File: config.mk
export PLATFORM = sky130hd
export DESIGN_NAME = mtrisc_prefetch
export DESIGN_NICKNAME = d
export VERILOG_FILES = /design/src/rtl/mtrisc_prefetch.sv
export SDC_FILE = /design/constraint.sdc
export NUM_CORES = 1
export LEC_CHECK = 0
export CELL_PAD_IN_SITES_DETAIL_PLACEMENT = 1
export CELL_PAD_IN_SITES_GLOBAL_PLACEMENT = 1
export CORE_AREA = 2 2 155 217
export CTS_BUF_LIST = sky130_fd_sc_hd__clkbuf_8
export DETAILED_ROUTE_END_ITERATION = 16
export DIE_AREA = 0 0 157 219
export PLACE_DENSITY = 0.69
export RECOVER_POWER = 25
export SYNTH_ARGS = -nofsm -noshare
export SYNTH_HDL_FRONTEND = slang
export SYNTH_SLANG_ARGS = --single-unit
export TNS_END_PERCENT = 20
File: constraint.sdc
create_clock -name clk -period 5.65 [get_ports clk]
set_input_delay 0.8475 -clock clk [delete_from_list [all_inputs] [get_ports clk]]
set_output_delay 0.8475 -clock clk [all_outputs]
set_load 0.1 [all_outputs]
File: src/rtl/mtrisc_prefetch.sv
// mtrisc instruction prefetch: sequential fetch into a small FIFO,
// valid/ready toward the core, redirect flushes and restarts fetch.
module mtrisc_prefetch #(
  parameter int          DEPTH    = 4,
  parameter logic [31:0] RESET_PC = 32'h0000_0000
) (
  input  logic        clk,
  input  logic        rnt_p,
  input  logic        redirect,
  input  logic [31:0] redirect_pc,
  input  logic        ins_ready,
  output logic        ins_valid,
  output logic [31:0] ins_data,
  output logic [31:0] ins_pc,
  output logic        mem_req,
  output logic [31:0] mem_addr,
  input  logic        mem_gnt,
  input  logic        mem_rvalid,
  input  logic [31:0] mem_rdata
);

  localparam int PW = (DEPTH > 1) ? $clog2(DEPTH) : 1;
  localparam int CW = PW + 1;
  localparam logic [CW-1:0] DEPTH_C = CW'(DEPTH);

  typedef enum logic [1:0] {
    S_IDLE,
    S_REQ,
    S_WAIT,
    S_DROP
  } state_e;

  state_e        state_q, state_d;
  logic [31:0]   fetch_pc_q, fetch_pc_d;
  logic [31:0]   gnt_addr_q, gnt_addr_d;
  logic [PW-1:0] rd_ptr_q, rd_ptr_d;
  logic [PW-1:0] wr_ptr_q, wr_ptr_d;
  logic [CW-1:0] count_q, count_d;
  logic [CW-1:0] room;
  logic          push;
  logic          pop;

  logic [31:0] dat_q [DEPTH];
  logic [31:0] pc_q  [DEPTH];

  assign ins_valid = (count_q != '0);
  assign ins_data  = ins_valid ? dat_q[rd_ptr_q] : 32'h0;
  assign ins_pc    = ins_valid ? pc_q[rd_ptr_q] : 32'h0;
  assign mem_req   = (state_q == S_REQ);
  assign mem_addr  = fetch_pc_q;

  always_comb begin
    state_d    = state_q;
    fetch_pc_d = fetch_pc_q;
    gnt_addr_d = gnt_addr_q;
    push       = 1'b0;
    pop        = ins_valid & ins_ready & ~redirect;
    room       = count_q + CW'(1) - CW'(pop);
    rd_ptr_d   = rd_ptr_q;
    wr_ptr_d   = wr_ptr_q;
    count_d    = count_q;

    unique case (state_q)
      S_IDLE: begin
        if (count_q < DEPTH_C) state_d = S_REQ;
      end
      S_REQ: begin
        if (mem_gnt) begin
          state_d    = S_WAIT;
          fetch_pc_d = fetch_pc_q + 32'd4;
          gnt_addr_d = fetch_pc_q;
        end
      end
      S_WAIT: begin
        if (mem_rvalid) begin
          push    = ~redirect;
          state_d = (room < DEPTH_C) ? S_REQ : S_IDLE;
        end
      end
      S_DROP: begin
        if (mem_rvalid) state_d = S_REQ;
      end
      default: state_d = S_IDLE;
    endcase

    // A redirect abandons buffered words; an in-flight read turns stale.
    if (redirect) begin
      fetch_pc_d = redirect_pc & 32'hFFFF_FFFC;
      unique case (state_q)
        S_REQ:   state_d = mem_gnt ? S_DROP : S_REQ;
        S_WAIT:  state_d = mem_rvalid ? S_REQ : S_DROP;
        S_DROP:  state_d = S_DROP;
        default: state_d = S_REQ;
      endcase
      rd_ptr_d = '0;
      wr_ptr_d = '0;
      count_d  = '0;
    end else begin
      if (pop)  rd_ptr_d = rd_ptr_q + PW'(1);
      if (push) wr_ptr_d = wr_ptr_q + PW'(1);
      count_d = count_q + CW'(push) - CW'(pop);
    end
  end

  always_ff @(posedge clk) begin
    if (rnt_p) begin
      state_q    <= S_IDLE;
      fetch_pc_q <= RESET_PC;
      gnt_addr_q <= RESET_PC;
      rd_ptr_q   <= '0;
      wr_ptr_q   <= '0;
      count_q    <= '0;
    end else begin
      state_q    <= state_d;
      fetch_pc_q <= fetch_pc_d;
      gnt_addr_q <= gnt_addr_d;
      rd_ptr_q   <= rd_ptr_d;
      wr_ptr_q   <= wr_ptr_d;
      count_q    <= count_d;
    end
  end

  always_ff @(posedge clk) begin
    if (push) begin
      dat_q[wr_ptr_q] <= mem_rdata;
      pc_q[wr_ptr_q]  <= gnt_addr_q;
    end
  end

endmodule

## Word-level counts from Yosys, hierarchy flattened

Memory sizes are Yosys's and may differ from the RTL's. A register that Yosys moved wholly into a read port is not among the register bits.
Index checks and enable logic that the tools add are counted.

- $add $sub $neg: 7
- $lt $le $gt $ge: 2
- Equality and inequality tests: 7
- Multiplexer cells: 23
- Bitwise gates (word level): 3
- Reduce and logical (&&, ||, !) cells: 8

Operators by type and width:

| operator | number |
|---|---|
| 2-to-1 mux 32 bit | 5 |
| adder 32 x 3 -> 32 bit, second input constant | 1 |
| 2-to-1 mux 2 bit | 11 |
| inequality test 3 bit, second input constant | 3 |
| one-hot mux 2 bit (4 select lines) | 1 |
| less-than comparator 3 bit, second input constant | 2 |
| one-hot mux 2 bit (3 select lines) | 1 |
| subtractor 3 x 1 -> 3 bit | 2 |
| 2-to-1 mux 1 bit | 5 |
| adder 2 x 1 -> 2 bit, second input constant | 2 |
| equality test 2 bit, second input constant | 2 |
| AND reduction 2 bit | 2 |
| AND reduction 4 bit | 1 |
| nonzero test 2 bit | 2 |
| adder 3 x 1 -> 3 bit | 1 |
| adder 3 x 1 -> 3 bit, second input constant | 1 |
| inequality test 3 x 2 -> 1 bit, second input constant | 1 |
| nonzero test 3 bit | 1 |
| AND 1 bit | 2 |
| equality test 2 x 1 -> 1 bit, second input constant | 1 |
| logical NOT 2 bit | 1 |
| OR reduction 2 bit | 1 |
| inverter 1 bit | 1 |

- Flip-flop bits (word level): 73
- Memory bits (writable): 256
- Input port bits: 70
- Output and inout port bits: 98
- Logic and storage cells: 59
- Memories kept: 2

Memory list:

| name | depth | bits a word | rd ports | clocked after Yosys merged registers in | write ports | RTL line | text |
|---|---|---|---|---|---|---|---|
| dat_q | 4 | 32 | 1 | 1 | 1 | 43 | `logic [31:0] dat_q [DEPTH];` |
| pc_q | 4 | 32 | 1 | 1 | 1 | 44 | `logic [31:0] pc_q [DEPTH];` |

## Depth between registers and ports, before layout

- Word-level depth: 9
- Depth in mapped cells: 11
- Mapped depth without buffers: 10

## Least setup slack after synthesis

Ideal clock, no wire load.

- Path type: input to register
- Start: input port redirect
- End: memory dat_q[0][0], enable pin
- Setup time: 0.427 ns
- Arrival time: 2.925 ns
- Setup slack: 2.298 ns
- Cell stages on the path: 4
- Path buffers: 2
- Path through: clkbuf_1 buf_1 nor2_1 and2_1

- Word-level cells in the longest chain between the ends: 5

Ends and longest elaborated chain:

| item | RTL line | text |
|---|---|---|
| start: declaration | 9 | `input logic redirect,` |
| inverter 1 bit | 76 | `push = ~redirect;` |
| 2-to-1 mux 1 bit | 75 | `if (mem_rvalid) begin` |
| 2-to-1 mux 1 bit | 63 | `unique case (state_q)` |
| 2-to-1 mux 1 bit | 124 | `if (push) begin` |
| 2-to-1 mux 1 bit (implied by the code) | 125 | `dat_q[wr_ptr_q] <= mem_rdata;` |
| end: declaration | 43 |  |

Every way passes these cells.

==> flow_metrics.py <==
metrics = {
    "die": {
        "design.core.area_um2": 32300,
        "start_util_pct": 39.65,
        "die_w_um": 157,
        "io_pins": 168,
        "die_h_um": 219,
        "rows": 78,
        "die_area_um2": 34380,
    },
    "logic_synthesis": {
        "synth_area_um2": 12810,
        "synthXorXnorAreaFrac_pct": 0.8889,
        "yosys.area_share.simple_pct": 11.24,
        "synthMuxAreaShare_pct": 10.98,
        "postSynthAreaPerCell_um2": 15.34,
        "netlist_top_cells_area": "edfxtp_1, dfxtp_1, mux4_2, and2_1, nand2_1",
        "ys_seq_elements": 319,
        "ys_top_cells_by_count": "edfxtp_1, nand2_1, dfxtp_1",
        "netlist_instances": 835,
        "yosysMostFrequentCell": "edfxtp_1",
        "yosys.area.top_type": "edfxtp_1",
        "yosys_warnings": 0,
        "synthDistinctLibCells": 55,
        "synth_flop_cell": "edfxtp_1",
        "netlist.area_leader.share_pct": 58.14,
        "synth_edf_count": 248,
        "ys_seq_area_share_pct": 69.24,
        "async_reset_ff_share_pct": 0,
        "synth_adder_area_share_pct": 0.8401,
        "synth_compound_area_share_pct": 4.415,
        "synth_top_family_by_area": "simple AND/OR/NAND/NOR gates",
    },
    "clock_network": {
        "ctsResizeCount": 0,
        "clockBufferDepth": 3,
        "hold_buffers": 0,
        "path_clk_slew_ns": 0.06,
        "htree_levels": 2,
        "cts_setup_buffers": 0,
        "clk_latency_ns": 0.57,
        "cts_sinks": 319,
        "cts_buffers": 49,
        "cts_tree": "built",
        "clockRootBuffer": "clkbuf_8",
    },
    "timing": {
        "worstMarginPinSlew_ns": 1.081,
        "clock_skew_ns": 0.01354,
        "period_minus_slack_ns": 4.339,
        "slew_headroom_pct": 27.72,
        "hold_violations": 0,
        "tns_ns": 0,
        "setup_violations": 0,
        "fmax_mhz": 230.5,
        "fin_crit_sh_pct": 76.79,
        "rsz0062_at_grt": "false",
        "maxSlewViolCount": 0,
        "setup_slack_ns": 1.311,
    },
    "place": {
        "place_congestion": 0.7543,
        "dp_hpwl_um": 17620,
        "dp_worst_setup_slack_ns": 1.777,
        "port-buffer-count": 161,
    },
    "global_route": {
        "antenna_found_initial": 1,
        "overflow": 0,
        "grt_use_total_pct": 17.15,
        "grt_pass1_wl_um": 45210,
        "grt_pass1_vias": 8094,
        "grt_max_degree": 64,
    },
    "setup_path": {
        "critical_path_class": "reg -> out",
        "end_kind": "primary output",
        "cp_slowest_cell": "clkdlybuf4s50_1",
        "path_cells": "buf_12 -> mux4_2 -> and2_1 -> clkdlybuf4s50_1",
        "cp_max_fo": 41,
        "max_stage_delay_ns": 0.96,
        "critPathTopFamily": "buffers and inverters",
        "path_buf_inv": 2,
        "cp.arrival_ns": 3.49,
        "required_ns": 4.80,
        "startpoint_type": "flop",
    },
    "detailed_routing": {
        "drt_iter0_drc": 306,
        "routed_wl_um": 28640,
        "via_count": 7491,
        "drc_errors": 0,
        "via_per_inst": 5.055,
        "drtAntennaViolNets": 0,
        "drtPass1Iterations": 4,
        "avgRoutedWirePerCell_um": 19.32,
    },
    "final_layout": {
        "area_growth_pct": 23.06,
        "nets": 1079,
        "drive_gt1_share_pct": 14.41,
    },
    "pwr": {
        "swShare_pct": 24.32,
        "ir_worst_vdd_mv": 0.1375,
        "clkPwrFrac_pct": 38.6,
        "netSwitchingPower_uw": 1156,
        "p_leak_uw": 0.005054,
        "pwr-share-seq_pct": 54.5,
        "powerDensity_nw_per_um2": 301.5,
        "power_frac_comb_pct": 7.0,
        "internal_power_uw": 3597,
    },
    "run_status": {
        "status": "finished, final reports clean",
    },
    "hold_path": {
        "min_path_type": "reg -> reg",
    },
    "run": {
        "maxCapViolCount": 0,
    },
}
[kinds of logic after synthesis]
family,after synthesis
and+or+nand+nor,270
muxes,63
DFF,319
adders and majority gates,8
xor gates and xnor gates,13
AOI/OAI and AO/OA,89
buffers and inverters,72
other,1
[placed cells by master, fill, tap and decap left out, drive strengths merged, types with 6 or more instances in the layout]
cell type,Yosys,routed
edfxtp,248,248
clkdlybuf4s50,0,148
nand2,81,81
dfxtp,71,71
and2,70,70
mux4,62,62
clkbuf,41,52
a21oi,40,40
nor2,33,33
inv,15,26
clkinv,0,23
nand3,19,19
dlygate4sd3,0,12
a311oi,11,11
o21ai,10,10
nand4,10,10
xnor2,9,9
buf,16,9
nor3,8,8
a211oi,8,8
or4,8,8
and4,7,7
ha,7,7
o31ai,6,6
[state kept, by name (all words and copies together) (netlist names), named ones only]
signal,flops
count_q,3
dat_q,128
gnt_addr_q,30
mem_addr,30
pc_q,120
rd_ptr_q,2
state_q,2
wr_ptr_q,2
[through the flow]
stage | util [%] | hold WS, ns | instance area [µm²] | std cells | power, µW
floorplan | - | 0.4600 | 12820 | 838 | 2844
global placement | 45.87 | 0.4744 | 14820 | 1390 | 2965
detailed placement | 45.87 | 0.4927 | 14820 | 1390 | 2971
CTS | 48.79 | 0.5043 | 15760 | 1481 | 4820
global route | 48.80 | 0.5288 | 15760 | 1482 | 4938
finish | 48.80 | 0.4985 | 15760 | 1482 | 4752
[power groups by stage]
stage                     registers (µW)  clock network [µW]  logic, µW
after floorplan                     2730                   0        115
after global placement              2640                   0        329
after detailed placement            2640                   0        333
after CTS                           2590                1900        335
after global routing                2590                2000        350
final                               2590                1830        330
[layout make-up]
| cell class | count | area, µm² |
|---|---|---|
| Multi-Input combinational cell | 447 | 3659 |
| Inverter | 15 | 56.30 |
| Antenna cell | 1 | 2.502 |
| Sequential cell | 319 | 8874 |
| Tap cell | 440 | 550.5 |
| Clock buffer | 52 | 715.7 |
| Timing Repair Buffer | 169 | 1679 |
| Fill cell | 3199 | 16540 |
| Clock inverter | 39 | 226.5 |
[routing by layer]
metal  vias up  wire length [µm]  GRT usage [%]
li1       3514                 -              -
met1      3738             11720          20.64
met2       187             14850          30.25
met3        52              1127          3.140
met4         0               932          6.911
met5         -                 0              0
[worst paths after layout]
check | startpoint | endpoint | slack [ns] | cells after the start
worst min register to register | gnt_addr_q[25]$_SDFFE_PP0P_ | gnt_addr_q[25]$_SDFFE_PP0P_ | 0.50 | 2
worst max register to register | mem_addr[4]$_SDFFE_PP0P_ | mem_addr[17]$_SDFFE_PP0P_ | 3.19 | 4
worst max-delay path | flop | ins_data[22] | 1.31 | 4
worst min-delay path | gnt_addr_q[25]$_SDFFE_PP0P_ | gnt_addr_q[25]$_SDFFE_PP0P_ | 0.50 | 2
[worst reg2reg max path, cell delays in order (launching register included)]
cell,delay [ns]
dfxtp_1,0.49
and4_1,0.40
nand4_1,0.56
or4_1,0.62
a311oi_1,0.30
No activity file was read; power rests on OpenSTA's default activity.
==> variant 1: new RTL, same flow settings <==
Change the parameter `DEPTH` from 4 to 2.
--- a/src/rtl/mtrisc_prefetch.sv
+++ b/src/rtl/mtrisc_prefetch.sv
@@ -1,7 +1,7 @@
 // mtrisc instruction prefetch: sequential fetch into a small FIFO,
 // valid/ready toward the core, redirect flushes and restarts fetch.
 module mtrisc_prefetch #(
-  parameter int          DEPTH    = 4,
+  parameter int          DEPTH    = 2,
   parameter logic [31:0] RESET_PC = 32'h0000_0000
 ) (
   input  logic        clk,
Behaviour: not the same (Yosys sat finds a counterexample within 10 cycles, from zero or initial values).
==> variant 1 against the original RTL <==
Routed wire length down 29%. Power down 42%. Area after synthesis down 39%. Setup slack better by 250 ps. Sequential cell count down 128. Core utilization down 17 points. Non-clock buffer count unchanged. Design area down 35%.
==> variant 1: results <==
[yosys]
post_synth_fa_ha_maj_area_fraction_pct = 0.482
yosysWarnings = 0
synth_area_per_cell_um2 = 12.0
synthTopCellsByArea = edfxtp_1 48%, dfxtp_1 17%, mux2i_1 8.6%
area_fraction_in_compound_gates_after_synthesis_pct = 4.96
muxShareOfSynthArea_pct = 8.75
synthXorXnorAreaFrac_pct = 3.26
seq_area_frac_synth_pct = 65.0
synth_cell_type_count = 39
synth-edff-count = 124
synthTopCellsByCount = 124 x edfxtp_1, 100 x nor2_1, 77 x nand2_1

[route]
drt_iter0_drc = 242
post_drt_wl_per_cell_um = 16.1
routed_wirelength_um = 20300
vias_per_cell = 4.23

[power]
power_leakage_uw = 0.00328
ir_worst_vdd_v = 0.000122
switching_power_summed_over_all_nets_uw = 753

[placed_design]
placed_cells = 1223
place.gp.congestion = 0.726
pre_cts_slack_ps = 1970
dpl_cell_area_um2 = 9870
dpl.hpwl_um = 14100

[cts]
clock_tree.htree_level_count = 4
post_cts_buffers = 0
clock_insertion_delay_worst_skew_ps = 490
cts_buffer_depth = 2
worst_setup_hold_path_clk_slew_ps = 100
numCtsBuffers = 17
ctsRootBufferMaster = clkbuf_8

[layout]
antenna_cells = 0
num-nets-final = 875
drive_above_1_share_pct = 6.63
largestRegisters = dat_q (64), pc_q (60)

[global_routing]
grt_max_degree = 68
all_layer_gr_usage_pct = 12.0
first_global_vias = 5606
antenna_found_initial = 0
grt_first_pass_wirelength_um = 31200

[worst_setup_path]
cp_top_family = buffers and inverters
timing.critical_path.slowest_cell_delay_ps = 980
crit_startpoint = count_q[0]
path_max_fanout = 45
worstPathArrival_ps = 3240
critical_path.slowest_cell = clkdlybuf4s50_1

[timing]
finClkSkew_ps = 14.1
slew_headroom_pct = 24.4

[status]
result_of_the_run = completed
variant 1: cell types whose count changed in the layout (fill, tap and decap cells not counted), moves of 9 or more:
| cell | unedited run | this run |
|---|---|---|
| clkinv_1 | 13 | 0 |
| clkdlybuf4s50_1 | 148 | 138 |
| and2_1 | 66 | 3 |
| a211oi_1 | 8 | 17 |
| mux2i_1 | 1 | 67 |
| dlygate4sd3_1 | 12 | 22 |
| nor2_1 | 33 | 98 |
| nand3_1 | 19 | 10 |
| mux4_2 | 62 | 0 |
| edfxtp_1 | 248 | 124 |
| inv_1 | 25 | 10 |
| clkbuf_8 | 52 | 17 |
variant 1: worst paths after layout:
path | to | slack (ps) | cells past startpoint
setup / recovery | ins_data[27] | 1570 | 4
hold / removal | pc_q[1][25] | 460 | 0
setup reg to reg | count_q[1] | 2980 | 10
hold reg to reg | pc_q[1][25] | 460 | 0
variant 1: power groups by stage:
stage	clock network [uW]	registers, uW	logic, uW
4_1_cts	959	1540	299
5_1_grt	1010	1550	309
6_report	915	1540	293
3_5_place_dp	0	1570	298
2_1_floorplan	0	1660	98.1
3_3_place_gp	0	1570	294
variant 1: kinds of logic after synthesis:
logic type                 count (synthesis)
muxes                                     68
other                                      1
AOI/OAI and AO/OA                         65
buffers and inverters                     49
DFF                                      191
adders and majority gates                  3
and+or+nand+nor                          246
xor gates and xnor gates                  29
variant 1: final cells by class:
type / instances / area, um^2
fill: 3578 / 22000
sequential: 191 / 5070
multi-input combinational: 415 / 2550
timing repair buffer: 169 / 1670
tap: 440 / 551
clock buffer: 17 / 234
clock inverter: 15 / 163
inverter: 8 / 30.0
variant 1: layer usage:
layer  track usage [%]  part of all wire [%]
met1              13.7                    42
met2              21.8                    53
met3              2.49                   3.3
met4              4.83                   2.0
met5                 0                     0
==> variant 2: new RTL, config.mk and constraints unchanged <==
Without the edit above. Encoding of `state_e`: now Gray code (2 bits for 4 states).
--- a/src/rtl/mtrisc_prefetch.sv
+++ b/src/rtl/mtrisc_prefetch.sv
@@ -24,10 +24,10 @@
   localparam logic [CW-1:0] DEPTH_C = CW'(DEPTH);
 
   typedef enum logic [1:0] {
-    S_IDLE,
-    S_REQ,
-    S_WAIT,
-    S_DROP
+    S_IDLE = 2'b00,
+    S_REQ  = 2'b01,
+    S_WAIT = 2'b11,
+    S_DROP = 2'b10
   } state_e;
 
   state_e        state_q, state_d;
Behaviour: no difference found for any inputs over 4 cycles, from zero or initial values; so few cycles prove little.
==> variant 2 against the original RTL <==
Power shrank 1.5%. Design area down 0.32%. Largest power group unchanged. Count of clock-buffer cells in the layout grew 4. Setup slack got worse by 93 ps. First-iteration DRC count up 1.6%. Routed wire length down 0.44%. Sequential share of layout area grew 0.18 points. Die area did not move. Sequential cell count unchanged. Clock power decreased by 4%. Critical endpoint is now ins_pc[12]. Synthesized cell count is 0.60% lower. Clock skew grew 2.4 ps. Area after synthesis barely moved.
==> variant 2: results <==
[status]
result_of_the_run = completed

[yosys]
synth_async_sr_flop_share_pct = 0
seq_area_frac_synth_pct = 69.3
synth_cell_type_count = 47
synthTopCellsByArea = edfxtp_1 58%, dfxtp_1 11%, mux4_2 11%
yosysWarnings = 0
synthTopCellsByCount = 248 x edfxtp_1, 83 x nand2_1, 71 x dfxtp_1

[cts]
ctsRootBufferMaster = clkbuf_8
worst_setup_hold_path_clk_slew_ps = 60
numCtsBuffers = 50

[global_routing]
all_layer_gr_usage_pct = 17.0
grt_max_degree = 70
antenna_found_initial = 1
grt_first_pass_wirelength_um = 45000
met3_usage_pct = 3.24
globalRouteMet2Util_pct = 28.8
first_global_vias = 8131
grtUsageMet1_pct = 21.3

[worst_hold_path]
holdPathEnd = pc_q[2][21]
whs_path_depth = 0
timing.hold.worst.start = gnt_addr_q[21]

[worst_setup_path]
regToRegStartpoint = count_q[2]
reg2regPathDepth = 10
worstSetupEndpoint = ins_pc[12]
worstPathArrival_ps = 3580
ff2ff_setup_slack_ps = 2670
rr_endpoint = count_q[2]
path_max_fanout = 37

[layout]
num-nets-final = 1077
fillerInstances = 3196
drive_above_1_share_pct = 14.3

[route]
routed_wirelength_um = 28500
firstDrtPassIters = 4
route.met3.wl_um = 1310
route.met2.wl_um = 14300
wl_met1_um = 12000
drt_iter0_drc = 311
vias_per_cell = 5.13

[timing]
fin_worst_hold_slack_ps = 504
timing.final.ws_setup_ps = 1220
max_slew.worst_pin.slew_ps = 1070
finClkSkew_ps = 16.0

[power]
p_int_uw = 3550
ir_worst_vdd_v = 0.000117
power_leakage_uw = 0.00485

[placed_design]
place.gp.congestion = 0.747
pre_cts_slack_ps = 1690
dpl.hpwl_um = 17200
dpl_cell_area_um2 = 14800
## variant 2: changes by cell type in the layout (fill, tap and decap cells not counted), moves of 4 or more
cell / before / now
nor4_1: 3 / 7
a211oi_1: 8 / 12
nand4_1: 9 / 4
inv_1: 25 / 32
clkinv_2: 9 / 2
nand3_1: 19 / 15
clkbuf_8: 52 / 56
## variant 2: power groups by stage
stage | Sequential [uW] | Combinational, uW | Clock [uW]
floorplan | 2730 | 115 | 0
global placement | 2640 | 326 | 0
detailed placement | 2640 | 330 | 0
CTS | 2590 | 331 | 1830
global route | 2590 | 346 | 1920
finish | 2590 | 327 | 1760
## variant 2: through the flow
stage,total power [uW],std cells
floorplan,2840,833
global placement,2960,1387
detailed placement,2970,1387
CTS,4750,1475
global route,4860,1476
finish,4680,1476
## variant 2: area by class of cell
type,instances,share of cell area (%)
diodes,1,0.0159
clock inverters,32,0.860
inverters,16,0.382
well taps,440,3.50
multi-input cells,441,23.2
clock buffers,56,4.91
repair buffers,171,10.7
flip-flops and latches,319,56.5
## variant 2: cell families (layout without fill, tap and decap cells)
group / after synthesis / in the layout / synth area share [%]
flip-flops: 319 / 319 / 69.3
AND/OR/NAND/NOR: 262 / 262 / 11.0
AO/OA/AOI/OAI: 89 / 89 / 4.41
buffers and inverters: 73 / 275 / 2.47
multiplexers: 63 / 63 / 11.0
XOR/XNOR: 15 / 15 / 1.03
adder cells (fa/ha/maj): 8 / 8 / 0.841
other: 1 / 5 / 0.0293
## variant 2: critical path, stage by stage, from the launching register on
cell and delay, ps:
dfxtp_4 830, buf_4 420, mux4_2 530, and2_1 190
clkdlybuf4s50_1 970
